File: src/rtl/hazard_ctrl.sv
// rtl/hazard_ctrl.sv - pipeline hazard control: operand forwarding, load-use stall, branch flush, multicycle MUL sequencing
module hazard_ctrl #(
    parameter int XLEN       = 32,
    parameter int REG_AW     = 5,
    parameter int FWD_STAGES = 3,
    parameter int MUL_LAT    = 4,
    localparam int FW        = $clog2(FWD_STAGES + 1)
) (
    input  logic                         clk,
    input  logic                         rst,
    input  logic                         id_valid,
    input  logic [REG_AW-1:0]            id_rs1,
    input  logic [REG_AW-1:0]            id_rs2,
    input  logic                         id_use_rs1,
    input  logic                         id_use_rs2,
    input  logic                         id_is_mul,
    input  logic [FWD_STAGES*REG_AW-1:0] stg_rd,
    input  logic [FWD_STAGES-1:0]        stg_wb_en,
    input  logic                         ex_is_load,
    input  logic                         br_taken,
    output logic [FW-1:0]                fwd1_sel,
    output logic [FW-1:0]                fwd2_sel,
    output logic                         stall_if,
    output logic                         stall_id,
    output logic                         flush_id,
    output logic                         flush_ex,
    output logic                         mul_start,
    output logic                         mul_busy,
    output logic                         mul_done,
    output logic [15:0]                  stall_cnt
);

    localparam int CW = 4;

    if (MUL_LAT < 2 || MUL_LAT > 16 || XLEN < 1 || FWD_STAGES < 1) begin : g_bad_param
        $error("hazard_ctrl: illegal parameter value");
    end

    typedef enum logic [1:0] {IDLE, BUSY, DONE} state_t;

    state_t                state;
    state_t                state_nxt;
    logic [CW-1:0]         cnt;
    logic [CW-1:0]         cnt_nxt;
    logic [FWD_STAGES-1:0] match1;
    logic [FWD_STAGES-1:0] match2;
    logic [FW-1:0]         sel1;
    logic [FW-1:0]         sel2;
    logic                  busy;
    logic                  load_use;
    logic                  accept;

    always_comb begin
        match1 = '0;
        match2 = '0;
        for (int k = 0; k < FWD_STAGES; k++) begin
            match1[k] = (stg_rd[k*REG_AW +: REG_AW] == id_rs1) && (id_rs1 != '0)
                        && stg_wb_en[k] && id_use_rs1;
            match2[k] = (stg_rd[k*REG_AW +: REG_AW] == id_rs2) && (id_rs2 != '0)
                        && stg_wb_en[k] && id_use_rs2;
        end
    end

    // Scan from the oldest stage down so the nearest matching stage overrides.
    always_comb begin
        sel1 = '0;
        sel2 = '0;
        for (int k = FWD_STAGES - 1; k >= 0; k--) begin
            if (match1[k]) sel1 = FW'(k + 1);
            if (match2[k]) sel2 = FW'(k + 1);
        end
    end

    // Every combinational control is gated by rst so nothing leaks out while in reset.
    assign busy     = (state == BUSY);
    assign load_use = rst && id_valid && ex_is_load && (match1[0] || match2[0])
                      && !br_taken && !busy;
    assign accept   = rst && id_valid && id_is_mul && !load_use && !br_taken && !busy;

    assign stall_if = rst && (busy || load_use);
    assign stall_id = rst && (busy || load_use);
    assign flush_ex = rst && !busy && (load_use || br_taken);
    assign flush_id = rst && !busy && br_taken;

    always_comb begin
        state_nxt = state;
        cnt_nxt   = cnt;
        case (state)
            IDLE, DONE: begin
                if (accept) begin
                    state_nxt = BUSY;
                    cnt_nxt   = CW'(MUL_LAT - 1);
                end else begin
                    state_nxt = IDLE;
                end
            end
            BUSY: begin
                if (cnt == '0) begin
                    state_nxt = DONE;
                end else begin
                    cnt_nxt = cnt - 1'b1;
                end
            end
            default: begin
                state_nxt = IDLE;
                cnt_nxt   = '0;
            end
        endcase
    end

    always_ff @(posedge clk or negedge rst) begin
        if (!rst) begin
            state     <= IDLE;
            cnt       <= '0;
            fwd1_sel  <= '0;
            fwd2_sel  <= '0;
            mul_start <= 1'b0;
            mul_busy  <= 1'b0;
            mul_done  <= 1'b0;
            stall_cnt <= '0;
        end else begin
            state     <= state_nxt;
            cnt       <= cnt_nxt;
            mul_start <= accept;
            mul_busy  <= (state_nxt == BUSY);
            mul_done  <= (state_nxt == DONE);
            // A bubble into EX has no operands to forward; a held ID keeps its selects.
            if (flush_ex) begin
                fwd1_sel <= '0;
                fwd2_sel <= '0;
            end else if (!stall_id) begin
                fwd1_sel <= sel1;
                fwd2_sel <= sel2;
            end
            if (stall_id && (stall_cnt != 16'hFFFF)) begin
                stall_cnt <= stall_cnt + 16'd1;
            end
        end
    end

endmodule

File: config.mk
export PLATFORM = sky130hd
export DESIGN_NAME = hazard_ctrl
export DESIGN_NICKNAME = d
export VERILOG_FILES = /design/src/rtl/hazard_ctrl.sv
export SDC_FILE = /design/constraint.sdc
export NUM_CORES = 1
export LEC_CHECK = 0
export ABC_AREA = 1
export BUFFER_PORTS_ARGS = -buffer_cell sky130_fd_sc_hd__buf_2
export CORE_AREA = 2 2 68 70
export DETAILED_ROUTE_END_ITERATION = 16
export DIE_AREA = 0 0 70 72
export GPL_TIMING_DRIVEN = 0
export PLACE_DENSITY = 0.8
export SYNTH_ARGS = -nofsm -noshare
export SYNTH_HDL_FRONTEND = slang
export SYNTH_SLANG_ARGS = --single-unit
File: constraint.sdc
create_clock -name clk -period 4.5 [get_ports clk]
set_input_delay 0.675 -clock clk [delete_from_list [all_inputs] [get_ports clk]]
set_output_delay 0.675 -clock clk [all_outputs]
set_load 0.05 [all_outputs]
==> flow_summary_export.csv, run 1 <==
group,metric,value,unit
power,pwr-share-clk,19.8,%
drt,wire_per_inst,11.5,um
floorplan,core.rowCount,24,
timing,setup_viol_count_final,0,
synthesis,synthArstFlopShare,100,%
cts,post_cts_resized,0,
floorplan,dieArea,5040,um^2
synthesis,netlist_top_cells_count,"nand2_1, nand3_1, inv_1, dfrtp_1, nor2_1",
critical_path,cp-end-kind,"primary output",
placed_design,port-buffer-count,62,
floorplan,start_util,52.8,%
timing,hold_ws,0.457,ns
synthesis,ys_seq_area_share,32.2,%
run,drv_cap,0,
timing,finalMaxSlewViolations,0,
drt,first_iter_violations,187,
power,combPwrFrac,42.6,%
cells_and_area,drive_gt1_share,25.5,%
cts,cts_buffer_depth,2,
synthesis,synth-seq-cells,29,
status,status,"finished, final reports clean",
cells_and_area,syn_to_final_growth,19.9,%
global_route,grt_start_max_net_pins,36,
synthesis,yosysUniqueCellTypes,32,
cts,numCtsBuffers,5,
synthesis,synth_flop_cell,"dfrtp_1",
drt,vias,2315,
cts,root_buffer,"clkbuf_8",
synthesis,synth.largest_area_cell,"dfrtp_1",
cts,clk_latency,0.27,ns
global_route,grt_util_all_layers,22.4,%
synthesis,synth-edff-count,0,
power,p_int,532,uW
synthesis,netlist_instances,340,
global_route,grt_pass1_wl,9180,um
floorplan,core_area,4260,um^2
cells_and_area,nNetsFinal,448,
synthesis,synth.most_common_cell,"nand2_1",
placed_design,dp_hpwl,4300,um
critical_path,critPathLaunchType,"primary input",
power,seqPwrFrac,37.6,%
timing,worst_pin_slew,0.726,ns
power,p_switching,412,uW
drt,firstDrtPassIters,4,
cts,post_cts_buffers,0,
critical_path,critPathArrivalTime,2.47,ns
floorplan,ioPinCount,63,
drt,routed_wl,5280,um
cts,clkSlewWorstSetupHoldPaths,0.06,ns
synthesis,synth_top_area_share,32.2,%
cells_and_area,finalNonFillerCells,460,
placed_design,gp_congestion,0.962,
timing,clock_skew,0.00363,ns
critical_path,critPathMaxFanout,35,
cells_and_area,final_core_util,63.4,%
cells_and_area,num_antenna_cells,0,
floorplan,chipHeight,72,um
placed_design,dp_cells,454,
cts,ctsHoldBuffers,0,
synthesis,avgSynthCellArea,6.63,um^2
timing,finalSetupTns,0,ns
min_path,hold_class,"primary input to asynchronous set/reset pin",
floorplan,dieWidth,70,um
drt,vias_per_cell,5.03,
synthesis,yosysWarnings,0,
drt,ant_nets,0,
power,peakVddDrop,0.000224,V
synthesis,synthesis.area,2250,um^2
global_route,grt-ovfl-total,0,
timing,period_share,69.9,%
timing,fmax,0.318,GHz
global_route,antenna_found_initial,0,
timing,setup_ws,1.35,ns
cts,cts_max_level,2,
timing,finalHoldViolations,0,
timing,min_period,3.15,ns
power,power_density,349,nW/um^2
critical_path,cp_data_required_time,3.83,ns
global_route,grt_pass1_vias,2142,
placed_design,post-place-ws,1.30,ns
critical_path,path_class,"primary input to primary output",
timing,relSlewSlack,51.6,%
timing,rsz0062_at_grt,"false",
cts,cts_tree,"built",
drt,drcViolationCount,0,
power,p_leak,1.50,nW
power,switching_share,43.6,%
cts,cts_sinks,29,
synthesis,syn_nets,379,
synthesis,synthTopCellsByArea,"dfrtp_1, nand2_1, nand3_1",
cell type report:
class                           count  area, um^2
Tap cell                           52        65.1
Timing Repair Buffer               62         310
Sequential cell                    29         726
Clock inverter                      1        5.00
Buffer                              5        45.0
Fill cell                         418        1560
Multi-Input combinational cell    260        1310
Inverter                           46         173
Clock buffer                        5        68.8
cell usage in the layout (no fill, tap or decap), types with 3 or more instances in the layout:
cell type	Yosys	routed
nor2_1	26	26
o21ai_2	4	4
buf_2	0	62
xor2_1	10	10
nor3_1	7	7
inv_1	33	33
nand2_2	5	5
inv_2	12	12
nand3_1	38	38
a21oi_1	8	8
ha_1	3	3
nand2_1	120	120
o21ai_0	6	6
buf_4	3	3
xnor2_1	9	9
nor2_2	3	3
dfrtp_1	29	29
o211ai_1	3	3
clkbuf_8	0	5
per-stage QoR:
| step | instance area, um^2 | total power [mW] |
|---|---|---|
| finish | 2700 | 0.944 |
| global route | 2700 | 1.02 |
| CTS | 2700 | 0.952 |
| detailed placement | 2630 | 0.760 |
| global placement | 2630 | 0.750 |
| floorplan | 2250 | 0.653 |
registers in the layout, summed over array words and instances, names as in the netlist:
| name | cells |
|---|---|
| stall_cnt | 16 |
| cnt | 4 |
| fwd1_sel | 2 |
| fwd2_sel | 2 |
| state | 2 |
| mul_busy | 1 |
| mul_done | 1 |
| mul_start | 1 |
metal layers:
layer / up-vias / global-route usage [%] / routed length, um
met5: - / 0 / 0
met4: 0 / 6.84 / 25
met3: 2 / 4.44 / 324
met2: 61 / 36.6 / 2390
met1: 1039 / 30.2 / 2530
li1: 1213 / - / -
power by group through the flow:
stage          clock network [mW]  logic [mW]  registers, mW
2_1_floorplan                   0       0.226          0.428
3_5_place_dp                    0       0.403          0.358
6_report                    0.187       0.403          0.355
5_1_grt                     0.208       0.450          0.362
3_3_place_gp                    0       0.394          0.356
4_1_cts                     0.193       0.404          0.355
final timing paths:
path / start / end / slack (ns) / depth (start not counted)
max: rst / stall_if / 1.35 / 8
min: rst / stall_cnt[7] / 0.46 / 1
max reg2reg: stall_cnt[0] / stall_cnt[10] / 2.76 / 8
min reg2reg: fwd1_sel[1] / fwd1_sel[1] / 0.48 / 2
max in group asynchronous: rst / fwd2_sel[0] / 3.57 / 1
min in group clk: fwd1_sel[1] / fwd1_sel[1] / 0.48 / 2
cells by family (layout without fill, tap and decap cells):
family,count (synthesis),in the layout,share of synthesized area [%]
AND/OR/NAND/NOR,211,211,41.0
buffers and inverters,51,119,9.66
flip-flops,29,29,32.2
AO/OA/AOI/OAI,27,27,8.05
XOR/XNOR,19,19,7.38
adder cells (fa/ha/maj),3,3,1.67
critical path, cell delays in order:
cell and delay, ns:
buf_2 0.56, nand2_1 0.22, nor3_4 0.19, nand2_4 0.10
a21boi_4 0.19, buf_6 0.17, buf_4 0.10, buf_2 0.24
Note: power is estimated with default switching activity, not from simulation.
==> inputs of run 2 (changes only) <==
--- a/config.mk
+++ b/config.mk
@@ -7,11 +7,11 @@
 export LEC_CHECK = 0
 export ABC_AREA = 1
 export BUFFER_PORTS_ARGS = -buffer_cell sky130_fd_sc_hd__buf_2
-export CORE_AREA = 2 2 68 70
+export CORE_AREA = 2 2 69 71
 export DETAILED_ROUTE_END_ITERATION = 16
-export DIE_AREA = 0 0 70 72
+export DIE_AREA = 0 0 71 73
 export GPL_TIMING_DRIVEN = 0
-export PLACE_DENSITY = 0.8
+export PLACE_DENSITY = 0.78
 export SYNTH_ARGS = -nofsm -noshare
 export SYNTH_HDL_FRONTEND = slang
 export SYNTH_SLANG_ARGS = --single-unit
==> constraint.sdc (replaced) <==
create_clock -name clk -period 3.1 [get_ports clk]
set_input_delay 0.465 -clock clk [delete_from_list [all_inputs] [get_ports clk]]
set_output_delay 0.465 -clock clk [all_outputs]
set_load 0.05 [all_outputs]
==> run 2 against run 1 <==
Global-route usage decreased by 0.68 points; cell count increased by 0.87%; combinational power increased by 48%; core utilization decreased by 3.1 points; die area increased by 2.8%.
==> flow_summary_export.csv, run 2 (same netlist as run 1, synthesis figures left out) <==
group,metric,value,unit
drt,ant_nets,0,
critical_path,cp_slowest_stage_delay,0.57,ns
drt,vias_per_cell,5.06,
critical_path,cp_slowest_cell,"buf_2",
drt,wl_met3,296,um
run,drv_cap,0,
drt,firstDrtPassIters,4,
critical_path,rr_endpoint,"stall_cnt[4]",
floorplan,ioPinCount,63,
drt,routed_wl,5430,um
global_route,grt_pass1_vias,2134,
cts,cts_max_level,2,
cts,ctsHoldBuffers,0,
cells_and_area,syn_to_final_growth,21.3,%
critical_path,critPathLaunchType,"primary input",
critical_path,path_depth,8,
timing,hold_ws,0.248,ns
cells_and_area,largest_reg_flops,16,
critical_path,path_class,"primary input to primary output",
status,status,"finished, final reports clean",
drt,vias,2347,
critical_path,critPathArrivalTime,2.28,ns
timing,setup_viol_count_final,0,
drt,wl_met1,2520,um
floorplan,start_util,49.7,%
timing,period_share,88.5,%
floorplan,dieWidth,71,um
cts,post_cts_resized,0,
cells_and_area,top_regs,"stall_cnt x16, cnt x4",
floorplan,core.rowCount,25,
timing,min_period,2.74,ns
drt,drcViolationCount,0,
cells_and_area,regMostFlops,"stall_cnt",
global_route,grt_pass1_wl,9120,um
floorplan,chipHeight,73,um
placed_design,gp_congestion,0.967,
timing,finalMaxSlewViolations,0,
timing,finalHoldViolations,0,
cells_and_area,final_common_cell,"nand2_1",
critical_path,crit_family,"buffers and inverters",
drt,first_iter_violations,109,
cts,root_buffer,"clkbuf_8",
power,power_density,531,nW/um^2
timing,clock_skew,0.00717,ns
cells_and_area,final_core_util,60.2,%
cells_and_area,nNetsFinal,448,
critical_path,cp-end-kind,"primary output",
power,p_leak,1.51,nW
timing,rsz0062_at_grt,"false",
critical_path,cp_common_cell,"buf_2",
floorplan,dieArea,5180,um^2
critical_path,path_buf_inv,4,
cts,post_cts_buffers,0,
global_route,antenna_found_initial,0,
min_path,hold_class,"primary input to asynchronous set/reset pin",
drt,wl_met2,2540,um
critical_path,cp_data_required_time,2.63,ns
power,peakVddDrop,0.000583,V
critical_path,rr_worst_depth,8,
critical_path,path_cells,"buf_2 > nand2_1 > nor3_4 > nand2_4 > a21boi_4 > buf_6 > buf_4 > buf_2",
timing,fmax,0.365,GHz
drt,routed.top_layer,"met4",
critical_path,r2r_slack,1.30,ns
critical_path,timing.rr.start,"stall_cnt[0]",
cts,cts_buffer_depth,2,
critical_path,crit_start,"rst",
cts,cts_sinks,29,
placed_design,post-place-ws,0.318,ns
critical_path,critPathMaxFanout,35,
timing,relSlewSlack,50.3,%
cts,cts_tree,"built",
timing,setup_ws,0.357,ns
timing,worst_pin_slew,0.746,ns
cells_and_area,finalNonFillerCells,464,
cells_and_area,num_antenna_cells,0,
cells_and_area,drive_gt1_share,25.9,%
cts,clkSlewWorstSetupHoldPaths,0.07,ns
placed_design,port-buffer-count,62,
global_route,grt_util_all_layers,21.7,%
floorplan,core_area,4540,um^2
cts,numCtsBuffers,5,
cells_and_area,layout_common_cells,"nand2_1, buf_2, nand3_1",
cts,clk_latency,0.28,ns
global_route,grt_start_max_net_pins,36,
drt,wire_per_inst,11.7,um
timing,finalSetupTns,0,ns
global_route,grt-ovfl-total,0,
placed_design,dp_cells,456,
placed_design,dp_hpwl,4290,um
critical_path,crit_end,"stall_if",
run 2: cell types whose count changed in the layout (fill, tap and decap cells not counted):
cell      change
clkbuf_8      +2
run 2: metrics by stage:
stage / area, um^2 / power [mW]
finish: 2730 / 1.45
global route: 2730 / 1.55
CTS: 2730 / 1.46
detailed placement: 2630 / 1.11
global placement: 2630 / 1.09
floorplan: 2250 / 0.948
run 2: routing by layer:
metal | GRT usage [%] | up-vias
met3 | 3.73 | 7
met4 | 6.08 | 0
met2 | 36.8 | 78
li1 | - | 1209
met1 | 28.6 | 1053
met5 | 0 | -
run 2: report_power, final:
part	switching, mW	leakage [nW]	internal (mW)	total, mW
Combinational	0.410	1.06	0.185	0.596
Sequential	0.0734	0.394	0.442	0.516
Clock	0.140	0.0542	0.200	0.340
run 2: how the worst min path moves through the flow:
stage                     start            end  slack, ns  cells after the start
CTS                         rst  stall_cnt[11]       0.27                      1
global placement    fwd2_sel[1]    fwd2_sel[1]       0.46                      2
global route                rst  stall_cnt[11]       0.30                      1
finish                      rst  stall_cnt[11]       0.25                      1
floorplan                   rst         cnt[0]       0.17                      0
detailed placement  fwd2_sel[1]    fwd2_sel[1]       0.47                      2
run 2: area by class of cell:
type,instances,area [um^2]
Clock buffer,7,96.3
Fill cell,454,1800
Sequential cell,29,726
Tap cell,54,67.6
Inverter,46,173
Timing Repair Buffer,62,310
Buffer,5,45.0
Multi-Input combinational cell,260,1310
Clock inverter,1,5.00
==> inputs of run 3 (changes only) <==
--- a/config.mk
+++ b/config.mk
@@ -11,6 +11,7 @@
 export DETAILED_ROUTE_END_ITERATION = 16
 export DIE_AREA = 0 0 71 73
 export GPL_TIMING_DRIVEN = 0
+export MAX_ROUTING_LAYER = met4
 export PLACE_DENSITY = 0.78
 export SYNTH_ARGS = -nofsm -noshare
 export SYNTH_HDL_FRONTEND = slang
==> run 3 against run 2 <==
Fmax rose by 0.50%; sequential share of layout area is 0.18 points higher; hold slack worse by 0.013 ns; critical path depth unchanged; via count shrank 0.89%; wire length increased by 1.9%; critical endpoint unchanged; highest routed layer unchanged.
==> flow_summary_export.csv, run 3 (same netlist as run 1, synthesis figures left out) <==
group,metric,value,unit
status,status,"finished, final reports clean",
power,pwr-share-clk,21.3,%
drt,ant_nets,0,
global_route,grt_use_met1,29.3,%
drt,routed_wl,5530,um
power,combPwrFrac,41.9,%
critical_path,timing.rr.start,"stall_cnt[0]",
drt,drcViolationCount,0,
drt,vias,2326,
cts,cts_sinks,29,
critical_path,cp-end-kind,"primary output",
cells_and_area,fin_area,2710,um^2
critical_path,path_depth,8,
min_path,hold_class,"primary input to asynchronous set/reset pin",
placed_design,gp_congestion,0.991,
cells_and_area,final_core_util,59.8,%
cells_and_area,regMostFlops,"stall_cnt",
global_route,grt-ovfl-total,0,
power,p_switching,620,uW
critical_path,path_class,"primary input to primary output",
cts,root_buffer,"clkbuf_8",
power,switching_share,44.3,%
timing,finalSetupTns,0,ns
floorplan,start_util,49.7,%
critical_path,crit_family,"buffers and inverters",
global_route,grt_pass1_vias,2208,
power,power.total,1.40,mW
timing,fmax,0.366,GHz
cts,clkSlewWorstSetupHoldPaths,0.07,ns
cts,post_cts_resized,0,
floorplan,core_area,4540,um^2
critical_path,cp_slowest_cell,"buf_2",
global_route,grt_util_all_layers,23.6,%
global_route,grt_use_met3,4.56,%
timing,min_period,2.73,ns
critical_path,cp_common_cell,"buf_2",
timing,worst_pin_slew,0.748,ns
timing,period_share,88.0,%
critical_path,r2r_slack,1.26,ns
drt,vias_per_cell,5.01,
cells_and_area,drive_gt1_share,25.6,%
global_route,grt_pass1_wl,9530,um
critical_path,critPathLaunchType,"primary input",
placed_design,dp_cells,456,
global_route,grt_util_met2,39.0,%
floorplan,dieArea,5180,um^2
cells_and_area,nNetsFinal,448,
timing,setup_viol_count_final,0,
power,p_int,780,uW
cts,clk_latency,0.29,ns
critical_path,cp_data_required_time,2.63,ns
global_route,grt_start_max_net_pins,36,
drt,wire_per_inst,11.9,um
cts,cts_buffer_depth,2,
critical_path,path_cells,"buf_2 > nand2_1 > nor3_4 > nand2_4 > a21boi_4 > buf_6 > buf_4 > buf_2",
timing,finalMaxSlewViolations,0,
critical_path,cp_slowest_stage_delay,0.58,ns
timing,relSlewSlack,50.2,%
placed_design,dp_hpwl,4360,um
power,p_leak,1.50,nW
timing,rsz0062_at_grt,"false",
power,peakVddDrop,0.000395,V
global_route,antenna_found_initial,0,
placed_design,port-buffer-count,62,
cells_and_area,layout_common_cells,"nand2_1, buf_2, nand3_1",
timing,finalHoldViolations,0,
cells_and_area,num_antenna_cells,0,
critical_path,path_buf_inv,4,
cells_and_area,multiInputGateArea,1310,um^2
critical_path,rr_endpoint,"stall_cnt[9]",
critical_path,crit_end,"stall_if",
cts,numCtsBuffers,5,
global_route,top_usage_layer,"met2",
cells_and_area,final_common_cell,"nand2_1",
cells_and_area,top_regs,"stall_cnt x16, cnt x4",
floorplan,ioPinCount,63,
power,seqPwrFrac,36.8,%
critical_path,rr_worst_depth,8,
floorplan,core.rowCount,25,
cts,ctsHoldBuffers,0,
drt,firstDrtPassIters,4,
floorplan,chipHeight,73,um
placed_design,placed_area,2630,um^2
cells_and_area,regArea,726,um^2
critical_path,critPathMaxFanout,35,
run,drv_cap,0,
cells_and_area,largest_reg_flops,16,
power,power_density,516,nW/um^2
critical_path,crit_start,"rst",
critical_path,critPathArrivalTime,2.26,ns
cts,cts_tree,"built",
floorplan,dieWidth,71,um
cells_and_area,syn_to_final_growth,20.4,%
drt,first_iter_violations,138,
cells_and_area,finalNonFillerCells,464,
timing,clock_skew,0.00933,ns
cts,post_cts_buffers,0,
cells_and_area,fillers,434,
cts,cts_max_level,2,
==> run 3: cell types whose count changed in the layout (fill, tap and decap cells not counted), sizes merged <==
cell    previous run  this run
clkbuf             7         6
clkinv             2         3
==> run 3: worst min-delay path by stage <==
stage | startpoint | end | cells after the start
floorplan | rst | cnt[0] | 0
global placement | fwd2_sel[0] | fwd2_sel[0] | 2
detailed placement | fwd2_sel[0] | fwd2_sel[0] | 2
CTS | rst | stall_cnt[10] | 1
global route | rst | stall_cnt[10] | 1
finish | rst | stall_cnt[10] | 1
==> run 3: power by group through the flow <==
stage	logic (mW)	registers [mW]	clock network (mW)
after floorplan	0.327	0.621	0
after global placement	0.574	0.517	0
after detailed placement	0.586	0.518	0
after CTS	0.590	0.514	0.305
after global routing	0.657	0.527	0.321
final	0.586	0.515	0.298
==> run 3: cell type report <==
class,count,area share (%)
buffer,5,1.66
clock buffer,6,2.67
clock inverter,2,0.369
timing repair buffer,62,11.4
sequential,29,26.7
multi-input combinational,260,48.3
inverter,46,6.36
tap,54,2.49
==> run 3: worst register-to-register path, delay by kind of cell (launching register included) <==
kind                       cells  cell delay [ns]
adders and majority gates      1             0.26
DFF                            1             0.44
buffers and inverters          2             0.33
and+or+nand+nor                5             0.75
==> run 3: stage by stage <==
stage	worst slack, ns	hold WS [ns]
2_1_floorplan	1.07	0.169
3_3_place_gp	0.367	0.464
3_5_place_dp	0.327	0.468
4_1_cts	0.316	0.264
5_1_grt	0.152	0.291
6_report	0.371	0.235
==> run 3: routing by layer <==
| metal | routed length [um] | vias up |
|---|---|---|
| li1 | - | 1207 |
| met1 | 2470 | 1036 |
| met2 | 2640 | 75 |
| met3 | 318 | 8 |
| met4 | 94 | 0 |
| met5 | 0 | - |
